$ cat src/rtl/vga_sync_monitor_pkg.sv
// Shared VGA timing constants, monitor state encoding and a sync-window helper
// used by the sync monitor.
package vga_sync_monitor_pkg;

   localparam int unsigned CNT_W = 10;
   localparam int unsigned ERR_W = 8;

   // 640x480 @ 60 Hz: 800 x 525 totals
   localparam int unsigned H_DISPLAY     = 640;
   localparam int unsigned H_FRONT       = 16;
   localparam int unsigned H_PULSE       = 96;
   localparam int unsigned H_SYNC_CYCLES = 800;
   localparam int unsigned V_DISPLAY     = 480;
   localparam int unsigned V_FRONT       = 10;
   localparam int unsigned V_PULSE       = 2;
   localparam int unsigned V_SYNC_CYCLES = 525;

   typedef enum logic [1:0] {
      SEARCH  = 2'd0,
      ACQUIRE = 2'd1,
      LOCKED  = 2'd2
   } mon_state_e;

   typedef struct packed {
      logic hs;
      logic vs;
   } sync_pair_t;

   // True when pos lies in the half-open window [lo, lo+len)
   function automatic logic in_window(input logic [CNT_W-1:0] pos,
                                      input int unsigned      lo,
                                      input int unsigned      len);
      return (32'(pos) >= lo) && (32'(pos) < (lo + len));
   endfunction

endpackage

$ cat src/rtl/vga_sync_monitor.sv
// Recovers raster position from HS/VS, verifies the sync timing against a
// locally predicted raster, and reports lock, visible area and violations.
module vga_sync_monitor
   import vga_sync_monitor_pkg::*;
#(
   parameter int unsigned H_DISP  = H_DISPLAY,
   parameter int unsigned H_FP    = H_FRONT,
   parameter int unsigned H_PW    = H_PULSE,
   parameter int unsigned H_TOTAL = H_SYNC_CYCLES,
   parameter int unsigned V_DISP  = V_DISPLAY,
   parameter int unsigned V_FP    = V_FRONT,
   parameter int unsigned V_PW    = V_PULSE,
   parameter int unsigned V_TOTAL = V_SYNC_CYCLES
) (
   input  logic             CLK,
   input  logic             RST_N,
   input  logic             VGA_HS,
   input  logic             VGA_VS,
   output logic [CNT_W-1:0] h_count,
   output logic [CNT_W-1:0] v_count,
   output logic             pixel_active,
   output logic             locked,
   output logic             frame_start,
   output logic             timing_error,
   output logic [ERR_W-1:0] error_count
);

   // The sample pipeline delays the stream by two cycles, so a VS rise seen
   // here corresponds to the first VS line at h=0.
   localparam logic [CNT_W-1:0] VS_START = CNT_W'(V_DISP + V_FP);

   mon_state_e       state;
   sync_pair_t       smp_d;
   sync_pair_t       smp_dd;

   logic [CNT_W-1:0] h_inc;
   logic [CNT_W-1:0] v_inc;
   logic             pred_hs;
   logic             pred_vs;
   logic             mismatch;
   logic             vs_rise;
   logic             visible;
   logic             origin;

   // Next raster position with line and frame wrap
   always_comb begin
      h_inc = h_count + CNT_W'(1);
      v_inc = v_count;
      if (32'(h_count) >= (H_TOTAL - 1)) begin
         h_inc = '0;
         if (32'(v_count) >= (V_TOTAL - 1)) begin
            v_inc = '0;
         end else begin
            v_inc = v_count + CNT_W'(1);
         end
      end
   end

   assign pred_hs  = in_window(h_inc, H_DISP + H_FP, H_PW);
   assign pred_vs  = in_window(v_inc, V_DISP + V_FP, V_PW);
   assign mismatch = (state != SEARCH) &&
                     ((smp_d.hs != pred_hs) || (smp_d.vs != pred_vs));
   assign vs_rise  = (smp_d.vs != smp_dd.vs) && smp_d.vs;
   assign visible  = (32'(h_inc) < H_DISP) && (32'(v_inc) < V_DISP);
   assign origin   = (h_inc == '0) && (v_inc == '0);

   // Lock FSM, position counters and all registered outputs
   always_ff @(posedge CLK) begin
      if (!RST_N) begin
         state        <= SEARCH;
         smp_d        <= '0;
         smp_dd       <= '0;
         h_count      <= '0;
         v_count      <= '0;
         locked       <= 1'b0;
         pixel_active <= 1'b0;
         frame_start  <= 1'b0;
         timing_error <= 1'b0;
         error_count  <= '0;
      end else begin
         smp_d        <= '{hs: VGA_HS, vs: VGA_VS};
         smp_dd       <= smp_d;
         timing_error <= mismatch;
         pixel_active <= 1'b0;
         frame_start  <= 1'b0;
         if (mismatch && (error_count != '1)) begin
            error_count <= error_count + ERR_W'(1);
         end

         unique case (state)
            SEARCH: begin
               locked  <= 1'b0;
               h_count <= '0;
               if (vs_rise) begin
                  state   <= ACQUIRE;
                  v_count <= VS_START;
               end else begin
                  v_count <= '0;
               end
            end
            ACQUIRE, LOCKED: begin
               if (mismatch) begin
                  state   <= SEARCH;
                  locked  <= 1'b0;
                  h_count <= '0;
                  v_count <= '0;
               end else begin
                  h_count <= h_inc;
                  v_count <= v_inc;
                  // A clean VS rise closes one fully verified frame
                  if (vs_rise || (state == LOCKED)) begin
                     state        <= LOCKED;
                     locked       <= 1'b1;
                     pixel_active <= visible;
                     frame_start  <= origin;
                  end
               end
            end
            default: begin
               state   <= SEARCH;
               locked  <= 1'b0;
               h_count <= '0;
               v_count <= '0;
            end
         endcase
      end
   end

endmodule

$ cat config.mk
export PLATFORM = sky130hd
export DESIGN_NAME = vga_sync_monitor
export DESIGN_NICKNAME = d
export VERILOG_FILES = /design/src/rtl/vga_sync_monitor_pkg.sv /design/src/rtl/vga_sync_monitor.sv
export SDC_FILE = /design/constraint.sdc
export NUM_CORES = 1
export LEC_CHECK = 0
export ABC_AREA = 1
export BUFFER_PORTS_ARGS = -buffer_cell sky130_fd_sc_hd__buf_4
export CAP_MARGIN = 20
export CORE_ASPECT_RATIO = 0.5
export CORE_MARGIN = 2
export CORE_UTILIZATION = 55
export DETAILED_ROUTE_END_ITERATION = 10
export GPL_TIMING_DRIVEN = 0
export PLACE_DENSITY = 0.87
export SYNTH_ARGS = -nofsm -noshare
export SYNTH_HDL_FRONTEND = slang
export SYNTH_SLANG_ARGS = --single-unit
$ cat constraint.sdc
create_clock -name CLK -period 3.8 [get_ports CLK]
set_clock_uncertainty 0.05 [all_clocks]
set_input_delay 0.76 -clock CLK [delete_from_list [all_inputs] [get_ports CLK]]
set_output_delay 0.76 -clock CLK [all_outputs]
set_load 0.01 [all_outputs]
## Word level (Yosys, flattened, before mapping)

Cells that the tools add are included.

- Reductions and logical operators: 17
- Equal/unequal tests: 8
- Add/sub/neg operators: 3
- Bitwise gates (word level): 3
- Magnitude comparators: 8
- Multiplexer cells: 10

Operator list:

| kind | number |
|---|---|
| 10-bit 2-to-1 mux | 4 |
| 10-bit greater-or-equal comparator (second input constant) | 3 |
| 10-bit by 1-bit adder with 10-bit output (second input constant) | 2 |
| 10-bit logical NOT | 2 |
| 10-bit < comparator (second input constant) | 2 |
| 10-bit by 9-bit < comparator with 1-bit output (second input constant) | 2 |
| 10-bit one-hot mux with 2 select lines | 1 |
| 10-bit by 9-bit greater-or-equal comparator with 1-bit output (second input constant) | 1 |
| 9-bit 2-to-1 mux | 1 |
| 8-bit by 1-bit adder with 8-bit output (second input constant) | 1 |
| 8-bit inequality test (second input constant) | 1 |
| 1-bit logical AND | 7 |
| 2-bit 2-to-1 mux | 3 |
| 2-bit one-hot mux with 2 select lines | 1 |
| 4-bit OR reduction | 1 |
| 1-bit inequality test | 3 |
| 3-bit inequality test (second input constant) | 1 |
| 1-bit NOT | 3 |
| 3-bit OR reduction | 1 |
| 2-bit by 1-bit equality test with 1-bit output (second input constant) | 1 |
| 2-bit equality test (second input constant) | 1 |
| 2-bit logical NOT | 1 |
| 1-bit logical OR | 2 |
| 2-bit inequality test (second input constant) | 1 |
| 3 further kinds | 3 |

- Bits in registers: 37
- Output and inout port bits: 32

## Depth between registers and ports, before layout

- Word-level depth: 10
- Depth in mapped cells: 20

## Least setup slack after synthesis

OpenSTA, ideal clock, no wires.

- Path type: register to register
- Start: register h_count[0]
- End: register v_count[1]
- Stages on the path, launching flop included: 17
- Data arrival time: 2,145 ps
- Required time: 3,680 ps
- Period minus slack after synthesis: 2,265 ps
- Path slack: 1,535 ps
- Setup time: 70 ps
- Path through: dfxtp_1 > ha_1 > nand4_2 > a21oi_4 > buf_6 > nand3_2 > nand2_1 > nand3_1 > nor2_1 > nand2_1 > nand2_1 > nand3_1 > nand2_2 > nand2_4 > nor2_8 > nand2_4 > o21ai_1

- Longest elaborated chain between the ends: 9

Ends and longest elaborated chain:

| what | RTL line | RTL |
|---|---|---|
| start: declaration | vga_sync_monitor.sv:19 | `output logic [CNT_W-1:0] h_count,` |
| start signal: assignment | vga_sync_monitor.sv:108 | `h_count <= h_inc;` |
| 10-bit by 1-bit adder with 10-bit output / 10-bit greater-or-equal comparator (equally long branches) | vga_sync_monitor.sv:47, vga_sync_monitor.sv:49 |  |
| 10-bit 2-to-1 mux | vga_sync_monitor.sv:49 | `if (32'(h_count) >= (H_TOTAL - 1)) begin` |
| 10-bit greater-or-equal comparator (tied with other cells) | vga_sync_monitor_pkg.sv:33 | `return (32'(pos) >= lo) && (32'(pos) < (lo + len));` |
| 1-bit logical AND | vga_sync_monitor_pkg.sv:33 |  |
| 1-bit inequality test | vga_sync_monitor.sv:62 | `((smp_d.hs != pred_hs) \|\| (smp_d.vs != pred_vs));` |
| 1-bit logical OR | vga_sync_monitor.sv:62 |  |
| 1-bit logical AND | vga_sync_monitor.sv:61 | `assign mismatch = (state != SEARCH) &&` |
| 10-bit 2-to-1 mux (*) | vga_sync_monitor.sv:102 | `if (mismatch) begin` |
| 10-bit one-hot mux with 2 select lines (*) | vga_sync_monitor.sv:90 | `unique case (state)` |
| end signal: assignment | vga_sync_monitor.sv:109 | `v_count <= v_inc;` |
| end: declaration | vga_sync_monitor.sv:20 | `output logic [CNT_W-1:0] v_count,` |

Mark *: on every way between the ends. The rest lies on a longest branch, timed or not.
A chain may end at the register's enable or synchronous reset.

## Worst setup path in the final report

- Start: register v_count[0]
- End: register error_count[0]

- Longest elaborated chain between the ends: 9

Ends and longest elaborated chain:

| what | RTL line | RTL |
|---|---|---|
| 10-bit by 1-bit adder with 10-bit output / 10-bit greater-or-equal comparator (equally long branches) | vga_sync_monitor.sv:54, vga_sync_monitor.sv:51 |  |
| 10-bit 2-to-1 mux | vga_sync_monitor.sv:51 | `if (32'(v_count) >= (V_TOTAL - 1)) begin` |
| 10-bit 2-to-1 mux (*) | vga_sync_monitor.sv:49 |  |
| 10-bit by 9-bit greater-or-equal comparator with 1-bit output / 10-bit by 9-bit < comparator with 1-bit output (equally long branches) | vga_sync_monitor_pkg.sv:33 |  |
| 1-bit logical AND (*) | vga_sync_monitor_pkg.sv:33 |  |
| 1-bit inequality test (*) | vga_sync_monitor.sv:62 |  |
| 1-bit logical OR (*) | vga_sync_monitor.sv:62 |  |
| 1-bit logical AND (*) | vga_sync_monitor.sv:61 |  |
| 1-bit logical AND (*) | vga_sync_monitor.sv:86 | `if (mismatch && (error_count != '1)) begin` |
| end signal: assignment | vga_sync_monitor.sv:87 | `error_count <= error_count + ERR_W'(1);` |
| end: declaration | vga_sync_monitor.sv:25 | `output logic [ERR_W-1:0] error_count` |

Marked as above.

==> run summary <==
Global-route wire length before repair: 8680 um
Met2 track utilization from global routing: 0.391
Launching element of the worst setup path: v_count[0]$_SDFF_PN0_
Level count of the clock H-tree: 2
Tightest Hold Check Type: flip-flop to flip-flop
Number of buffers added to fix hold violations after cts: 0
Pin count of the biggest net entering global routing: 12
Post-synthesis compound-gate area fraction: 0.0716
# Max-Cap Violations: 0
Post-detail-place hpwl: 3930 um
Initial cell density of the core: 0.565
Result of the run: finished clean
Post-route DRC: 0
Depth of the worst hold-timing path: 2
Startpoint of the worst-slack reg-to-reg timing path: v_count[0]$_SDFF_PN0_
Clock slew at the register clock pins of the worst setup and hold paths: 0.07 ns
Synth Warn #: 0
Total via count after detailed routing: 2248
All-Layer GR Usage: 0.239
Multiplexer share of the synthesized area: 0
Final worst hold slack: 0.404 ns
Worst slew margin relative to its limit: 0.757
Power per cell area: 442 mW/mm^2
Highest net fanout along the worst path: 8
Critical path data arrival time: 2.80 ns
Number of nets in the final layout: 385
Synthesized cell area: 0.00218 sq mm
Cell at the root of the clock tree: clkbuf_8
Global placement routability congestion: 0.872
Share of post-route cells with drive strength above 1: 0.158
Prevailing post-synth register cell: dfxtp_1
Detail-routed net length per standard cell: 12.1 um
Area added between synthesis and finish: 20.1%
Slew of the pin with the lowest slew margin: 0.361 ns
Chip width: 93.1 um
Synthesized Nets: 344
Core Footprint: 0.00386 sq mm
Busiest layer in global routing: met2
Part of the Yosys area used for sequential elements: 0.339
Main combinational cell family by area after synthesis: simple AND/OR/NAND/NOR gates
Clock Sinks: 37
End point of the most critical hold path: locked$_SDFFE_PP0N_
Arithmetic-cell share of the synthesized area counting full adders, half adders and majority gates: 0.0458
Fraction of met3 tracks used by global routing: 0.0592
Clock latency reported for the late side of the worst-skew pair: 0.29 ns
R2R Setup Slk: 1.16 ns
Data required time of the critical path: 3.96 ns
Total detailed-routing wirelength: 5160 um
Antenna fix cells: 0
Min Clock Period, post-route: 2.64 ns
Mean number of vias per cell: 5.25
Depth of the worst register-to-register path: 17
Clock buffer depth: 2
Worst Setup Start Kind: flip-flop
Summed negative setup slack over all endpoints: 0 ns
Number of antenna violations at the first check in global routing: 0
Synthesized area divided by synthesized cell count: 6.58 sq um
Worst VDD drop: 0.000374 V
Post-place instance area: 0.00251 sq mm
Count of flip-flops with a built-in enable after synthesis: 0
Number of different library cells in the post-synthesis netlist: 29
R2r endpoint: error_count[0]$_SDFFE_PN0P_
Synthesized-area fraction occupied by xor and xnor cells: 0.0241
Number of setup violations in the final report: 0
Total of buffers placed on input and output ports: 34
Gates resized, CTS repair: 0
TritonCTS clock tree: yes
Buffers inserted during post-CTS setup optimization: 0
Number of optimization iterations in the first detailed-route pass: 4
Final cell count without fillers: 428
RSZ-0062 raised after global routing: false
Number of pins with negative max-slew slack in the final report: 0
Setup CP Type: flip-flop to flip-flop
Final Cell Area: 0.00262 sq mm
Core occupancy in the finished layout: 0.679
Final worst-path cycle share: 0.694
Die Outline Area: 0.00452 sq mm
Number of cells in the design after placement: 420
Number of clock buffers inserted by TritonCTS: 5
Hold violation total from the final report: 0
Fraction of registers with async set/reset: 0
Hold Startpoint: locked$_SDFFE_PP0N_
Top-level port count: 36
Post-DRT Antenna Nets: 0
Post-synthesis share of cell area spent on and, or, nand and nor gates: 0.425
Maximum clock rate: 379 MHz
Pleak: 1.29 nW
Element type at the critical path end: flip-flop
Die boundary height: 48.6 um
Via count of the first global-routing pass: 1960
Fraction of met1 tracks used by global routing: 0.322
Number of design-rule violations left by the first detailed-router iteration: 177
Post-synthesis instance total: 332
#FFs+latches synth: 37
Number of placement rows: 16
Total grt overflow: 0
## cell type report
cell class	count	area [sq um]
buffer	4	30.0
clock buffer	7	86.3
clock inverter	1	30.0
fill	343	1240
inverter	47	176
multi-input combinational	244	1240
sequential	37	741
tap	54	67.6
timing repair buffer	34	255
## layout by cell type (no fill, tap or decap), drive strengths merged
cell / instances
nand3b: 3
clkinv: 1
or4: 1
buf: 36
o21ai: 14
clkbuf: 9
nor2: 52
a21oi: 12
inv: 46
nor4: 1
nand3: 40
or2: 1
bufinv: 1
xor2: 6
nand2: 88
nor4b: 1
nand4: 14
nor3: 1
dfxtp: 37
ha: 8
o21bai: 2
## through the flow
step	power [W]	setup WS, ns
2_1_floorplan	0.000717	1.54
3_3_place_gp	0.000797	1.32
3_5_place_dp	0.000817	1.22
4_1_cts	0.00117	1.19
5_1_grt	0.00124	0.858
6_report	0.00116	1.16
## sequential cells by signal (all words and copies together) (netlist names)
| name | cells |
|---|---|
| timing_error | 1 |
| frame_start | 1 |
| smp_d | 2 |
| error_count | 8 |
| h_count | 10 |
| state | 2 |
| v_count | 10 |
| pixel_active | 1 |
| locked | 1 |
| smp_dd | 1 |
## logic make-up after synthesis
| kind of cell | Yosys count |
|---|---|
| XOR/XNOR | 6 |
| AO/OA/AOI/OAI | 28 |
| adder cells (fa/ha/maj) | 8 |
| AND/OR/NAND/NOR | 202 |
| flip-flops | 37 |
| buffers and inverters | 51 |
## worst max-delay path, stage by stage (launching register included)
cell and delay, ns:
dfxtp_1 0.46, ha_1 0.30, inv_1 0.09, nor2_1 0.22, nand4_1 0.12, nand2_1 0.09, nand3_1 0.06, nand2_1 0.10
nand3_1 0.10, nor2_2 0.16, nand2_1 0.07, nand2_1 0.06, nand3_1 0.08, nand2_2 0.14, inv_2 0.11, nand2_2 0.16
nand2_1 0.08, a21oi_1 0.12
## how the worst max path moves through the flow
stage	endpoint	depth (start not counted)	slack [ns]
floorplan	v_count[1]$_SDFF_PN0_	16	1.54
global placement	v_count[1]$_SDFF_PN0_	17	1.32
detailed placement	error_count[0]$_SDFFE_PN0P_	15	1.22
CTS	error_count[0]$_SDFFE_PN0P_	16	1.19
global route	error_count[0]$_SDFFE_PN0P_	17	0.86
finish	error_count[0]$_SDFFE_PN0P_	17	1.16
## metal layers
metal  wire, um  vias up  part of all wire
met3        292        6             0.057
met1       2450     1027              0.47
met4         31        0            0.0060
met2       2390       70              0.46
met5          0        -                 0
li1           -     1145                 -
## report_power, final
group | switching (W) | total, W | internal, W | leakage (nW)
registers | 0.0000353 | 0.000459 | 0.000424 | 0.300
logic | 0.000222 | 0.000351 | 0.000128 | 0.931
clock network | 0.000135 | 0.000349 | 0.000214 | 0.0585
total | 0.000393 | 0.00116 | 0.000766 | 1.29
## cell usage after synthesis (2+ instances only)
master	count	area [sq um]
a21oi_1	11	55.1
xor2_1	6	52.6
nand3b_1	3	22.5
o21ai_1	6	30.0
nand4_1	13	81.3
o21ai_0	8	40.0
buf_6	2	22.5
inv_2	3	11.3
nand2_2	4	25.0
inv_1	43	161
ha_1	8	100
dfxtp_1	37	741
nand3_1	39	195
nor2_1	49	184
nor2_2	2	12.5
o21bai_1	2	15.0
clkbuf_1	2	7.51
nand2_4	2	22.5
nand2_1	82	308
Note: power is estimated with default switching activity, not from simulation.
